$ cat src/rtl/instr_fetch_if.sv
// IF/ID handshake bundle between the fetch stage and decode.
//   id_valid      fetch -> decode  IF/ID register holds a valid instruction
//   id_ready      decode -> fetch  decode accepts the instruction this cycle
//   id_instr      fetch -> decode  fetched instruction word
//   id_pc         fetch -> decode  byte address of id_instr
//   id_misaligned fetch -> decode  the redirect that started this fetch run was misaligned
interface instr_fetch_if #(
    parameter int unsigned INS_ADDRESS = 9,
    parameter int unsigned INS_W       = 32
);
    logic                   id_valid;
    logic                   id_ready;
    logic [INS_W-1:0]       id_instr;
    logic [INS_ADDRESS-1:0] id_pc;
    logic                   id_misaligned;

    modport master (
        output id_valid,
        output id_instr,
        output id_pc,
        output id_misaligned,
        input  id_ready
    );

    modport slave (
        input  id_valid,
        input  id_instr,
        input  id_pc,
        input  id_misaligned,
        output id_ready
    );
endinterface

$ cat src/rtl/instr_fetch.sv
// Instruction fetch stage. Owns the PC, addresses the combinational instruction
// memory and registers each fetched word with its PC into the IF/ID register.
//   clk, rst        clock, asynchronous active-high reset
//   imem_ra/imem_rd instruction memory read address (= pc) / combinational read data
//   redirect_valid  load redirect_pc (word-aligned) this cycle and flush IF/ID
//   redirect_pc     redirect target; nonzero low bits mark the following fetches misaligned
//   halt_req        suppress new fetches while high (a held instruction still drains)
//   id              IF/ID valid/ready handshake (master side)
//   fetch_count     number of completed IF/ID handshakes, wrapping
module instr_fetch #(
    parameter int unsigned           INS_ADDRESS = 9,
    parameter int unsigned           INS_W       = 32,
    parameter logic [INS_ADDRESS-1:0] RESET_PC   = '0,
    parameter int unsigned           CNT_W       = 16
) (
    input  logic                   clk,
    input  logic                   rst,
    output logic [INS_ADDRESS-1:0] imem_ra,
    input  logic [INS_W-1:0]       imem_rd,
    input  logic                   redirect_valid,
    input  logic [INS_ADDRESS-1:0] redirect_pc,
    input  logic                   halt_req,
    instr_fetch_if.master          id,
    output logic [CNT_W-1:0]       fetch_count
);

    typedef enum logic [1:0] {StBoot, StRun, StHalted} state_e;

    state_e state_q, state_d;
    logic   run_en;

    logic [INS_ADDRESS-1:0] pc_q, pc_d;
    logic                   valid_q, valid_d;
    logic [INS_W-1:0]       instr_q, instr_d;
    logic [INS_ADDRESS-1:0] id_pc_q, id_pc_d;
    logic                   mis_q, mis_d;
    logic                   flag_q, flag_d;
    logic [CNT_W-1:0]       cnt_q, cnt_d;

    logic slot_free;
    logic fetch;
    logic handshake;

    // FSM: state register
    always_ff @(posedge clk or posedge rst) begin
        if (rst) begin
            state_q <= StBoot;
        end else begin
            state_q <= state_d;
        end
    end

    // FSM: next state
    always_comb begin
        state_d = state_q;
        unique case (state_q)
            StBoot:   state_d = StRun;
            StRun:    if (halt_req) state_d = StHalted;
            StHalted: if (!halt_req) state_d = StRun;
            default:  state_d = StBoot;
        endcase
    end

    // FSM: outputs
    always_comb begin
        run_en = (state_q == StRun);
    end

    assign slot_free = !valid_q || id.id_ready;
    // Halt is checked combinationally so the cycle that raises it never fetches.
    assign fetch     = run_en && !halt_req && !redirect_valid && slot_free;
    assign handshake = valid_q && id.id_ready;

    always_comb begin
        pc_d    = pc_q;
        valid_d = valid_q;
        instr_d = instr_q;
        id_pc_d = id_pc_q;
        mis_d   = mis_q;
        flag_d  = flag_q;
        // Counts the handshake even when a redirect flushes in the same cycle.
        cnt_d   = handshake ? cnt_q + CNT_W'(1) : cnt_q;

        if (redirect_valid) begin
            pc_d    = {redirect_pc[INS_ADDRESS-1:2], 2'b00};
            valid_d = 1'b0;
            flag_d  = |redirect_pc[1:0];
        end else if (fetch) begin
            instr_d = imem_rd;
            id_pc_d = pc_q;
            mis_d   = flag_q;
            valid_d = 1'b1;
            pc_d    = pc_q + INS_ADDRESS'(4);
        end else if (id.id_ready) begin
            valid_d = 1'b0;
        end
    end

    always_ff @(posedge clk or posedge rst) begin
        if (rst) begin
            pc_q    <= RESET_PC;
            valid_q <= 1'b0;
            instr_q <= '0;
            id_pc_q <= '0;
            mis_q   <= 1'b0;
            flag_q  <= 1'b0;
            cnt_q   <= '0;
        end else begin
            pc_q    <= pc_d;
            valid_q <= valid_d;
            instr_q <= instr_d;
            id_pc_q <= id_pc_d;
            mis_q   <= mis_d;
            flag_q  <= flag_d;
            cnt_q   <= cnt_d;
        end
    end

    assign imem_ra          = pc_q;
    assign id.id_valid      = valid_q;
    assign id.id_instr      = instr_q;
    assign id.id_pc         = id_pc_q;
    assign id.id_misaligned = mis_q;
    assign fetch_count      = cnt_q;

endmodule

$ cat src/flat_wrapper.sv
// flat-port wrapper written by rule: the top's interface ports become plain ports
module instr_fetch_flat 
#(
    parameter int unsigned           INS_ADDRESS = 9,
    parameter int unsigned           INS_W       = 32,
    parameter logic [INS_ADDRESS-1:0] RESET_PC   = '0,
    parameter int unsigned           CNT_W       = 16
)
  (clk, rst, imem_ra, imem_rd, redirect_valid, redirect_pc, halt_req, fetch_count, id_id_valid, id_id_instr, id_id_pc, id_id_misaligned, id_id_ready);
  instr_fetch_if #(.INS_ADDRESS(INS_ADDRESS), .INS_W(INS_W)) id_i ();
  input  logic clk;
  input  logic rst;
  output logic [INS_ADDRESS-1:0] imem_ra;
  input  logic [INS_W-1:0] imem_rd;
  input  logic redirect_valid;
  input  logic [INS_ADDRESS-1:0] redirect_pc;
  input  logic halt_req;
  output logic [CNT_W-1:0] fetch_count;
  output wire logic [$bits(id_i.id_valid)-1:0] id_id_valid;
  output wire logic [$bits(id_i.id_instr)-1:0] id_id_instr;
  output wire logic [$bits(id_i.id_pc)-1:0] id_id_pc;
  output wire logic [$bits(id_i.id_misaligned)-1:0] id_id_misaligned;
  input wire logic [$bits(id_i.id_ready)-1:0] id_id_ready;
  assign id_id_valid = id_i.id_valid;
  assign id_id_instr = id_i.id_instr;
  assign id_id_pc = id_i.id_pc;
  assign id_id_misaligned = id_i.id_misaligned;
  assign id_i.id_ready = id_id_ready;
  instr_fetch #(.INS_ADDRESS(INS_ADDRESS), .INS_W(INS_W), .RESET_PC(RESET_PC), .CNT_W(CNT_W)) u_core (.clk(clk), .rst(rst), .imem_ra(imem_ra), .imem_rd(imem_rd), .redirect_valid(redirect_valid), .redirect_pc(redirect_pc), .halt_req(halt_req), .id(id_i), .fetch_count(fetch_count));
endmodule
$ cat config.mk
export PLATFORM = sky130hd
export DESIGN_NAME = instr_fetch_flat
export DESIGN_NICKNAME = d
export VERILOG_FILES = /design/src/rtl/instr_fetch_if.sv /design/src/rtl/instr_fetch.sv /design/src/flat_wrapper.sv
export SDC_FILE = /design/constraint.sdc
export NUM_CORES = 1
export LEC_CHECK = 0
export BUFFER_PORTS_ARGS = -buffer_cell sky130_fd_sc_hd__buf_2
export CAP_MARGIN = 20
export CORE_MARGIN = 4
export CORE_UTILIZATION = 51
export CTS_CLUSTER_DIAMETER = 60
export DETAILED_ROUTE_END_ITERATION = 10
export PLACE_DENSITY = 0.88
export SETUP_SLACK_MARGIN = 0.3
export SYNTH_ARGS = -nofsm -noshare
export SYNTH_HDL_FRONTEND = slang
export SYNTH_SLANG_ARGS = --single-unit
$ cat constraint.sdc
create_clock -name clk -period 5.6 [get_ports clk]
set_input_delay 0.28 -clock clk [delete_from_list [all_inputs] [get_ports clk]]
set_output_delay 0.28 -clock clk [all_outputs]
set_load 0.01 [all_outputs]
==> results.yml, run 1 <==
critical_path:
  cp_data_arrival_time_ns: 2.28
  end_kind: "register"
  required_ns: 5.81
  rrSetupSlack_ns: 3.52
  critPathKind: "register to register"
  timing.rr.end: "u_core.id.id_instr[4]"
  critPathTopFamily: "simple AND/OR/NAND/NOR gates"
  crit_start: "u_core.state_q[1]"
  path_cells: "or3b_4, nand2b_4, nor2_8, mux2_2"
  crit_buf_inv: 0
  cp_num_cells: 4
  startpoint_type: "register"
  slowest_stage: "nor2_8"
  worstRegToRegCells: 4
  endpoint: "u_core.id.id_instr[4]"
  max_stage_delay_ns: 0.49
  worst-path-max-fanout: 40
  r2r_start: "u_core.state_q[1]"
final_layout:
  drive_gt1_share_pct: 53.1
  final_cell_count_no_fill: 394
  syn_to_final_growth_pct: 26.1
  fillerInstances: 394
  antenna_cells: 0
  fin_nets: 367
  final_cell_area_sq_um: 3520
job:
  cap_violations: 0
clock_tree:
  cts_made_buffers: 9
  postCtsSetupBuffers: 0
  worstSkewPairLatency_ns: 0.33
  clkTransAtPathRegs_ns: 0.07
  htree_num_levels: 3
  root_buffer: "clkbuf_8"
  cts_tree: "done"
  post_cts_resized: 0
  cts_sinks: 67
  clk_path_buf_depth: 2
  cts_hold_buf: 0
placement:
  place_inst: 378
  hpwl_microns: 4180
  portBuffers: 109
  place_ws_ns: 3.51
  place.gp.congestion: 0.759
  place_area_sq_um: 3360
drt:
  drc: 0
  wirelength_microns: 5620
  vias_per_cell: 4.88
  vias: 1923
  drt-pass1-iter-count: 4
  wl_per_cell_microns: 14.3
  drt_iter0_markers: 53
  drtAntennaViolNets: 0
logic_synthesis:
  synthCells: 205
  synth_top_family_by_area: "multiplexers"
  synthAdderAreaFrac_pct: 0.896
  muxShareOfSynthArea_pct: 16.9
  synthXorXnorAreaFrac_pct: 6.90
  ys_types: 30
  synth-seq-cells: 67
  synth_simple_gate_area_share_pct: 10.1
  ys_seq_area_share_pct: 60.1
  yosysWarnings: 0
  netlist_area_sq_um: 2790
  synth_compound_area_share_pct: 1.93
  syn_avg_cell_area_sq_um: 13.6
floorplan:
  fp-row-count: 26
  ios: 114
  dieArea_sq_um: 6720
  core_area_sq_um: 5200
  die_h_microns: 82.0
  die_x_microns: 82.0
  initial_core_util_pct: 53.6
timing:
  drv_slew: 0
  rsz0062_at_grt: "no"
  skew_ns: 0.00788
  setup_viol: 0
  fin_setup_tns_ns: 0
  fin_ws_ns: 3.52
  relSlewSlack_pct: 44.4
  period_minus_slack_ns: 2.08
  final.period_utilization_pct: 37.1
  worstMarginPinSlew_ns: 0.834
  hold_viol: 0
  fmax_ghz: 0.481
outcome:
  status: "finished clean"
hold_path:
  hold_class: "input port to asynchronous set/reset pin"
global_routing:
  grt_pass1_vias: 1950
  grt_pass1_wl_microns: 9090
  grt_max_degree: 68
  grt_overflow_total: 0
  antenna_found_initial: 0
  grt_usage_pct: 17.8
power_and_ir_drop:
  power_mw: 1.65
  power.density_nw_per_um2: 470
  vdd_drop_max_uv: 297
  p_leak_nw: 1.76
## flip-flops by register name (all words and copies together), names as in the netlist
signal and cells:
u_core.fetch_count 16, u_core.flag_q 1, u_core.id.id_instr 32, u_core.id.id_misaligned 1, u_core.id.id_pc 7, u_core.id.id_valid 1, u_core.imem_ra 7, u_core.state_q 2
## synth_stat cells (all sizes together)
cell type / n / share of area [%]
dfrtp: 67 / 60
nor2: 5 / 1.3
nand4: 2 / 0.45
and3: 1 / 0.22
nor3b: 1 / 0.27
nor2b: 1 / 0.22
nand2: 17 / 2.3
mux2: 41 / 17
nor3: 3 / 0.54
nand2b: 2 / 0.72
xor2: 5 / 1.6
nor4: 2 / 0.45
or3b: 1 / 0.40
and2: 3 / 0.67
nand3: 8 / 1.4
and4: 3 / 0.94
a21oi: 2 / 0.36
inv: 1 / 0.13
conb: 1 / 0.13
or2: 1 / 0.22
buf: 8 / 2.7
o21ai: 7 / 1.3
xnor2: 17 / 5.3
mux2i: 1 / 0.36
ha: 2 / 0.90
clkbuf: 2 / 0.27
a21o: 1 / 0.31
## per-stage QoR
stage | utilization, % | hold WS (ns)
after CTS | 67.6 | 0.155
after detailed placement | 64.6 | 0.481
after floorplan | - | 0.397
after global placement | 64.6 | 0.464
after global routing | 67.6 | 0.160
final | 67.6 | 0.158
## final cells by class
type / instances / area (sq um) / share of cell area [%]
sequential: 67 / 1680 / 47.6
multi-input combinational: 130 / 1040 / 29.5
timing repair buffer: 110 / 553 / 15.7
clock buffer: 10 / 128 / 3.62
tap: 70 / 87.6 / 2.49
clock inverter: 6 / 32.5 / 0.924
inverter: 1 / 3.75 / 0.107
## metal layers
metal	track usage (%)	wire, microns
met1	22.9	2380
met2	29.5	2650
met3	3.62	507
met4	6.98	83
met5	0	0
## report_power, final
part | total (mW) | switching (mW) | internal [mW] | leakage [nW]
Combinational | 0.558 | 0.262 | 0.296 | 0.850
Sequential | 0.768 | 0.107 | 0.661 | 0.827
Clock | 0.328 | 0.172 | 0.157 | 0.0856
## cell families (layout without fill, tap and decap cells)
family                     count (synthesis)  count (layout)
DFF                                       67              67
other                                      1               4
adders and majority gates                  2               2
buffers and inverters                     11             127
AOI/OAI and AO/OA                         10              10
and+or+nand+nor                           50              50
muxes                                     42              42
xor gates and xnor gates                  22              22
## worst min-delay path, delay by kind of cell
kind	cells	cell delay, ns
buffers and inverters	3	0.73
## worst min path at each step
stage	start	endpoint	slack (ns)	cells after the start
floorplan	redirect_pc[7]	u_core.imem_ra[7]	0.40	2
global placement	u_core.fetch_count[15]	u_core.fetch_count[15]	0.46	1
detailed placement	u_core.fetch_count[7]	u_core.fetch_count[7]	0.48	1
CTS	redirect_pc[3]	u_core.imem_ra[3]	0.16	3
global route	redirect_pc[8]	u_core.imem_ra[8]	0.16	3
finish	rst	u_core.fetch_count[13]	0.16	3
## layout by cell type (no fill, tap or decap), types with 2 or more instances in the layout
cell type  instances
conb_1             4
clkinv_2           5
ha_1               2
dfrtp_1           67
and4_1             3
mux2_2            41
a21oi_1            2
nor3_1             3
xor2_1             5
nor4_1             2
xnor2_1           17
nand3_1            8
nor2_1             4
clkbuf_8           9
and2_1             3
o21ai_0            7
buf_2            109
nand4_1            2
nand2_1           17
Note: power is estimated with default switching activity, not from simulation.
==> run 2: changes to the inputs <==
--- a/config.mk
+++ b/config.mk
@@ -8,10 +8,10 @@
 export BUFFER_PORTS_ARGS = -buffer_cell sky130_fd_sc_hd__buf_2
 export CAP_MARGIN = 20
 export CORE_MARGIN = 4
-export CORE_UTILIZATION = 51
+export CORE_UTILIZATION = 48
 export CTS_CLUSTER_DIAMETER = 60
 export DETAILED_ROUTE_END_ITERATION = 10
-export PLACE_DENSITY = 0.88
+export PLACE_DENSITY = 0.84
 export SETUP_SLACK_MARGIN = 0.3
 export SYNTH_ARGS = -nofsm -noshare
 export SYNTH_HDL_FRONTEND = slang
==> constraint.sdc (replaced) <==
create_clock -name clk -period 1.95 [get_ports clk]
set_input_delay 0.0975 -clock clk [delete_from_list [all_inputs] [get_ports clk]]
set_output_delay 0.0975 -clock clk [all_outputs]
set_load 0.01 [all_outputs]
==> run 2 against run 1 <==
Net effect: sequential cell count did not move; first-iteration DRC count is 34% higher; critical path depth grew 2; setup slack got worse by 3.4 ns; cell count is 7.4% higher.
==> results.yml, run 2 (same netlist as run 1, synthesis figures left out) <==
final_layout:
  fillerInstances: 398
  finalCoreUtilization_pct: 72.7
  syn_to_final_growth_pct: 45.2
  final_common_cell: "buf_2"
  final_cell_area_sq_um: 4050
  antenna_cells: 0
  drive_gt1_share_pct: 54.4
  layout_common_cells: "109 x buf_2, 67 x dfrtp_1, 27 x mux2_4"
  seqCellArea_sq_um: 1680
  multiInputGateArea_sq_um: 1170
  largest_register_ffs: 32
  final_cell_count_no_fill: 423
  fin_nets: 395
timing:
  period_minus_slack_ns: 1.84
  hold_slack_ns: 0.0155
  setup_viol: 0
  fmax_ghz: 0.543
  relSlewSlack_pct: 58.3
  final.period_utilization_pct: 94.5
  worstMarginPinSlew_ns: 0.624
  fin_setup_tns_ns: 0
  rsz0062_at_grt: "yes"
  drv_slew: 0
  fin_ws_ns: 0.107
  skew_ns: 0.0129
  hold_viol: 0
clock_tree:
  htree_num_levels: 3
  cts_sinks: 67
  cts_made_buffers: 9
  clk_path_buf_depth: 2
  root_buffer: "clkbuf_8"
  clkTransAtPathRegs_ns: 0.07
  cts_tree: "done"
  worstSkewPairLatency_ns: 0.32
power_and_ir_drop:
  p_switching_mw: 1.73
  p_sw_share_pct: 31.9
  p_leak_nw: 2.03
  p_int_mw: 3.69
  clock_power_share_pct: 19.0
  combPwrFrac_pct: 39.4
  power_mw: 5.42
  vdd_drop_max_uv: 809
  power.density_nw_per_um2: 1340
  p_seq_share_pct: 41.6
placement:
  place_area_sq_um: 3410
  place_ws_ns: 0.0965
  hpwl_microns: 4210
  place.gp.congestion: 0.760
  portBuffers: 109
  place_inst: 383
critical_path:
  path_cells: "or3b_4, nand2b_4, nor2_8, buf_4, buf_12, mux2_2"
  timing.rr.end: "u_core.id.id_instr[11]"
  rrSetupSlack_ns: 0.11
  cp_data_arrival_time_ns: 2.03
  startpoint_type: "register"
  end_kind: "register"
  worstRegToRegCells: 6
  r2r_start: "u_core.state_q[1]"
  critPathKind: "register to register"
  slowest_stage: "dfrtp_1"
  max_stage_delay_ns: 0.41
  worst-path-max-fanout: 9
  required_ns: 2.14
drt:
  drt-pass1-iter-count: 4
  vias: 2120
  drtAntennaViolNets: 0
  vias_per_cell: 5.01
  wirelength_microns: 7420
  drc: 0
  wl_per_cell_microns: 17.5
  drt_iter0_markers: 71
hold_path:
  hold_class: "input port to register"
  min_path_cells: 2
  holdPathEnd: "u_core.id.id_instr[27]"
  hold_start: "imem_rd[27]"
floorplan:
  fp-row-count: 27
  die_h_microns: 84.3
  ios: 114
  die_x_microns: 84.3
  initial_core_util_pct: 50.1
  core_area_sq_um: 5570
  dieArea_sq_um: 7100
outcome:
  status: "finished clean"
global_routing:
  grt_usage_pct: 18.1
  antenna_found_initial: 0
  grt_max_degree: 41
  grt_pass1_vias: 2133
  grt_overflow_total: 0
  grt_pass1_wl_microns: 10300
job:
  cap_violations: 0
## run 2: timing repair
action,CTS,global route
gates resized for setup,3,32
setup buffers,5,3
setup endpoints to repair,40,44
hold buffers,10,1
pin swaps,0,3
gates cloned,2,4
endpoints found under the hold margin,36,1
## run 2: layer usage
layer | GRT usage, % | vias to the layer above | routed length (microns)
li1 | - | 980 | -
met1 | 21.6 | 1053 | 2970
met2 | 32.6 | 81 | 3930
met3 | 4.22 | 6 | 462
met4 | 5.26 | 0 | 55
met5 | 0 | - | 0
## run 2: final cells by class
| type | instances | share of cell area, % |
|---|---|---|
| Clock buffer | 13 | 4.17 |
| Clock inverter | 2 | 0.247 |
| Inverter | 1 | 0.185 |
| Multi-Input combinational cell | 130 | 28.8 |
| Sequential cell | 67 | 41.4 |
| Tap cell | 72 | 2.22 |
| Timing Repair Buffer | 138 | 23.0 |
## run 2: critical path, delay by kind of cell, from the launching register on
family,cells,cell delay (ns)
AND/OR/NAND/NOR,3,0.69
buffers and inverters,2,0.25
flip-flops,1,0.41
multiplexers,1,0.35
## run 2: power by group through the flow
stage	combinational, mW	sequential (mW)	clock [mW]
3_3_place_gp	1.58	2.21	0
6_report	2.13	2.25	1.03
4_1_cts	1.78	2.22	1.05
3_5_place_dp	1.65	2.24	0
2_1_floorplan	0.743	2.44	0
5_1_grt	2.27	2.32	1.11
## run 2: how the worst max path moves through the flow
stage                                  from                      to  slack (ns)  depth (start not counted)
final                     u_core.state_q[1]  u_core.id.id_instr[11]        0.11                          6
after detailed placement  u_core.state_q[1]  u_core.id.id_instr[28]         0.1                          5
after global placement    u_core.state_q[1]  u_core.id.id_instr[29]        0.15                          5
after CTS                 u_core.state_q[1]  u_core.id.id_instr[30]         0.1                          6
after global routing      u_core.state_q[1]  u_core.id.id_instr[20]        0.07                          6
after floorplan           u_core.state_q[1]   u_core.id.id_instr[0]        0.26                          5
==> run 3: changes to the inputs <==
--- a/config.mk
+++ b/config.mk
@@ -12,7 +12,6 @@
 export CTS_CLUSTER_DIAMETER = 60
 export DETAILED_ROUTE_END_ITERATION = 10
 export PLACE_DENSITY = 0.84
-export SETUP_SLACK_MARGIN = 0.3
 export SYNTH_ARGS = -nofsm -noshare
 export SYNTH_HDL_FRONTEND = slang
 export SYNTH_SLANG_ARGS = --single-unit
==> run 3 against run 2 <==
Net effect: non-clock buffer count increased by 10; sequential cell count did not move; critical path depth shrank 1; clock skew down 0.00098 ns; clock-buffer cell count down 1; clock power increased by 34%; first-iteration DRC count rose by 5.6%; sequential power is 2% lower; cell area fell by 0.90%; global-route usage is 0.47 points higher; largest power group unchanged.
==> results.yml, run 3 (same netlist as run 1, synthesis figures left out) <==
final_layout:
  fin_nets: 405
  antenna_cells: 0
  layout_common_cells: "109 x buf_2, 67 x dfrtp_1, 41 x mux2_2"
  final_common_cell: "buf_2"
  drive_gt1_share_pct: 48.1
  finalCoreUtilization_pct: 72.1
  largest_register_ffs: 32
  seqCellArea_sq_um: 1680
  final_cell_area_sq_um: 4020
  multiInputGateArea_sq_um: 1040
  syn_to_final_growth_pct: 43.9
  fillerInstances: 373
power_and_ir_drop:
  combPwrFrac_pct: 32.0
  clock_power_share_pct: 26.1
  power_mw: 5.28
  p_int_mw: 3.71
  p_sw_share_pct: 29.7
  p_switching_mw: 1.57
  vdd_drop_max_uv: 709
  p_seq_share_pct: 41.9
  power.density_nw_per_um2: 1310
  p_leak_nw: 1.97
floorplan:
  core_area_sq_um: 5570
  dieArea_sq_um: 7100
  die_h_microns: 84.3
  initial_core_util_pct: 50.1
  ios: 114
  die_x_microns: 84.3
  fp-row-count: 27
clock_tree:
  clk_path_buf_depth: 2
  clkTransAtPathRegs_ns: 0.06
  cts_made_buffers: 9
  root_buffer: "clkbuf_8"
  cts_tree: "done"
  htree_num_levels: 3
  post_cts_resized: 0
  cts_sinks: 67
  worstSkewPairLatency_ns: 0.33
critical_path:
  timing.rr.end: "u_core.id.id_instr[4]"
  worst-path-max-fanout: 21
  startpoint_type: "register"
  end_kind: "register"
  critPathKind: "register to register"
  required_ns: 2.16
  rrSetupSlack_ns: 0.1
  r2r_start: "u_core.state_q[1]"
  cp_data_arrival_time_ns: 2.06
  worstRegToRegCells: 5
global_routing:
  grt_pass1_vias: 2195
  grt_max_degree: 68
  antenna_found_initial: 0
  grt_overflow_total: 0
  grt_usage_pct: 18.6
  grt_pass1_wl_microns: 10600
placement:
  place.gp.congestion: 0.740
  portBuffers: 109
  hpwl_microns: 4070
  place_area_sq_um: 3420
drt:
  drt_iter0_markers: 75
  drtAntennaViolNets: 0
  drt-pass1-iter-count: 4
  wirelength_microns: 6220
  vias_per_cell: 4.84
  drc: 0
  vias: 2100
  wl_per_cell_microns: 14.3
hold_path:
  holdPathEnd: "u_core.id.id_instr[24]"
  min_path_cells: 2
  hold_start: "imem_rd[24]"
  hold_class: "input port to register"
timing:
  hold_slack_ns: 0.0154
  hold_viol: 0
  fmax_ghz: 0.540
  skew_ns: 0.0119
  rsz0062_at_grt: "no"
  fin_setup_tns_ns: 0
  setup_viol: 0
  period_minus_slack_ns: 1.85
  drv_slew: 0
  final.period_utilization_pct: 95.0
job:
  cap_violations: 0
outcome:
  status: "finished clean"
==> run 3: how the worst max path moves through the flow <==
stage / from / cells past startpoint / end / slack (ns)
floorplan: rst / 1 / u_core.fetch_count[0] / 0.17
global route: u_core.state_q[1] / 5 / u_core.id.id_misaligned / 0.04
global placement: u_core.state_q[1] / 5 / u_core.id.id_instr[8] / 0.15
CTS: u_core.state_q[1] / 5 / u_core.id.id_instr[4] / 0.09
detailed placement: u_core.state_q[1] / 5 / u_core.id.id_instr[4] / 0.1
finish: u_core.state_q[1] / 5 / u_core.id.id_instr[4] / 0.1
==> run 3: routing by layer <==
layer	track usage (%)	routed length (microns)
met1	23.0	2640
met2	31.0	3030
met3	3.83	385
met4	9.21	171
met5	0	0
==> run 3: stage by stage <==
step                      setup slack [ns]  instances
after global placement               0.152        383
after CTS                           0.0908        434
after floorplan                      0.169        208
after detailed placement            0.0994        383
after global routing                0.0445        434
final                               0.0976        434
==> run 3: critical path: stages (launching register included) <==
cell and delay, ns:
dfrtp_1 0.41, or3b_4 0.43, nand2b_4 0.19, nor2_8 0.16
buf_12 0.19, mux2_2 0.35
==> run 3: what timing repair did <==
action	CTS	global route
endpoints found under the hold margin	101	0
hold buffers	35	0
setup buffers	0	0
==> run 3: power groups by stage <==
| stage | clock (mW) | combinational (mW) | sequential (mW) |
|---|---|---|---|
| 2_1_floorplan | 0 | 0.743 | 2.44 |
| 3_3_place_gp | 0 | 1.60 | 2.21 |
| 3_5_place_dp | 0 | 1.65 | 2.23 |
| 4_1_cts | 1.41 | 1.71 | 2.21 |
| 5_1_grt | 1.48 | 1.84 | 2.28 |
| 6_report | 1.38 | 1.69 | 2.21 |
==> run 3: cell type report <==
class,instances,area share [%]
Clock buffer,12,3.61
Inverter,1,0.0935
Tap cell,72,2.24
Sequential cell,67,41.7
Multi-Input combinational cell,130,25.9
Timing Repair Buffer,148,24.0
Clock inverter,4,2.43
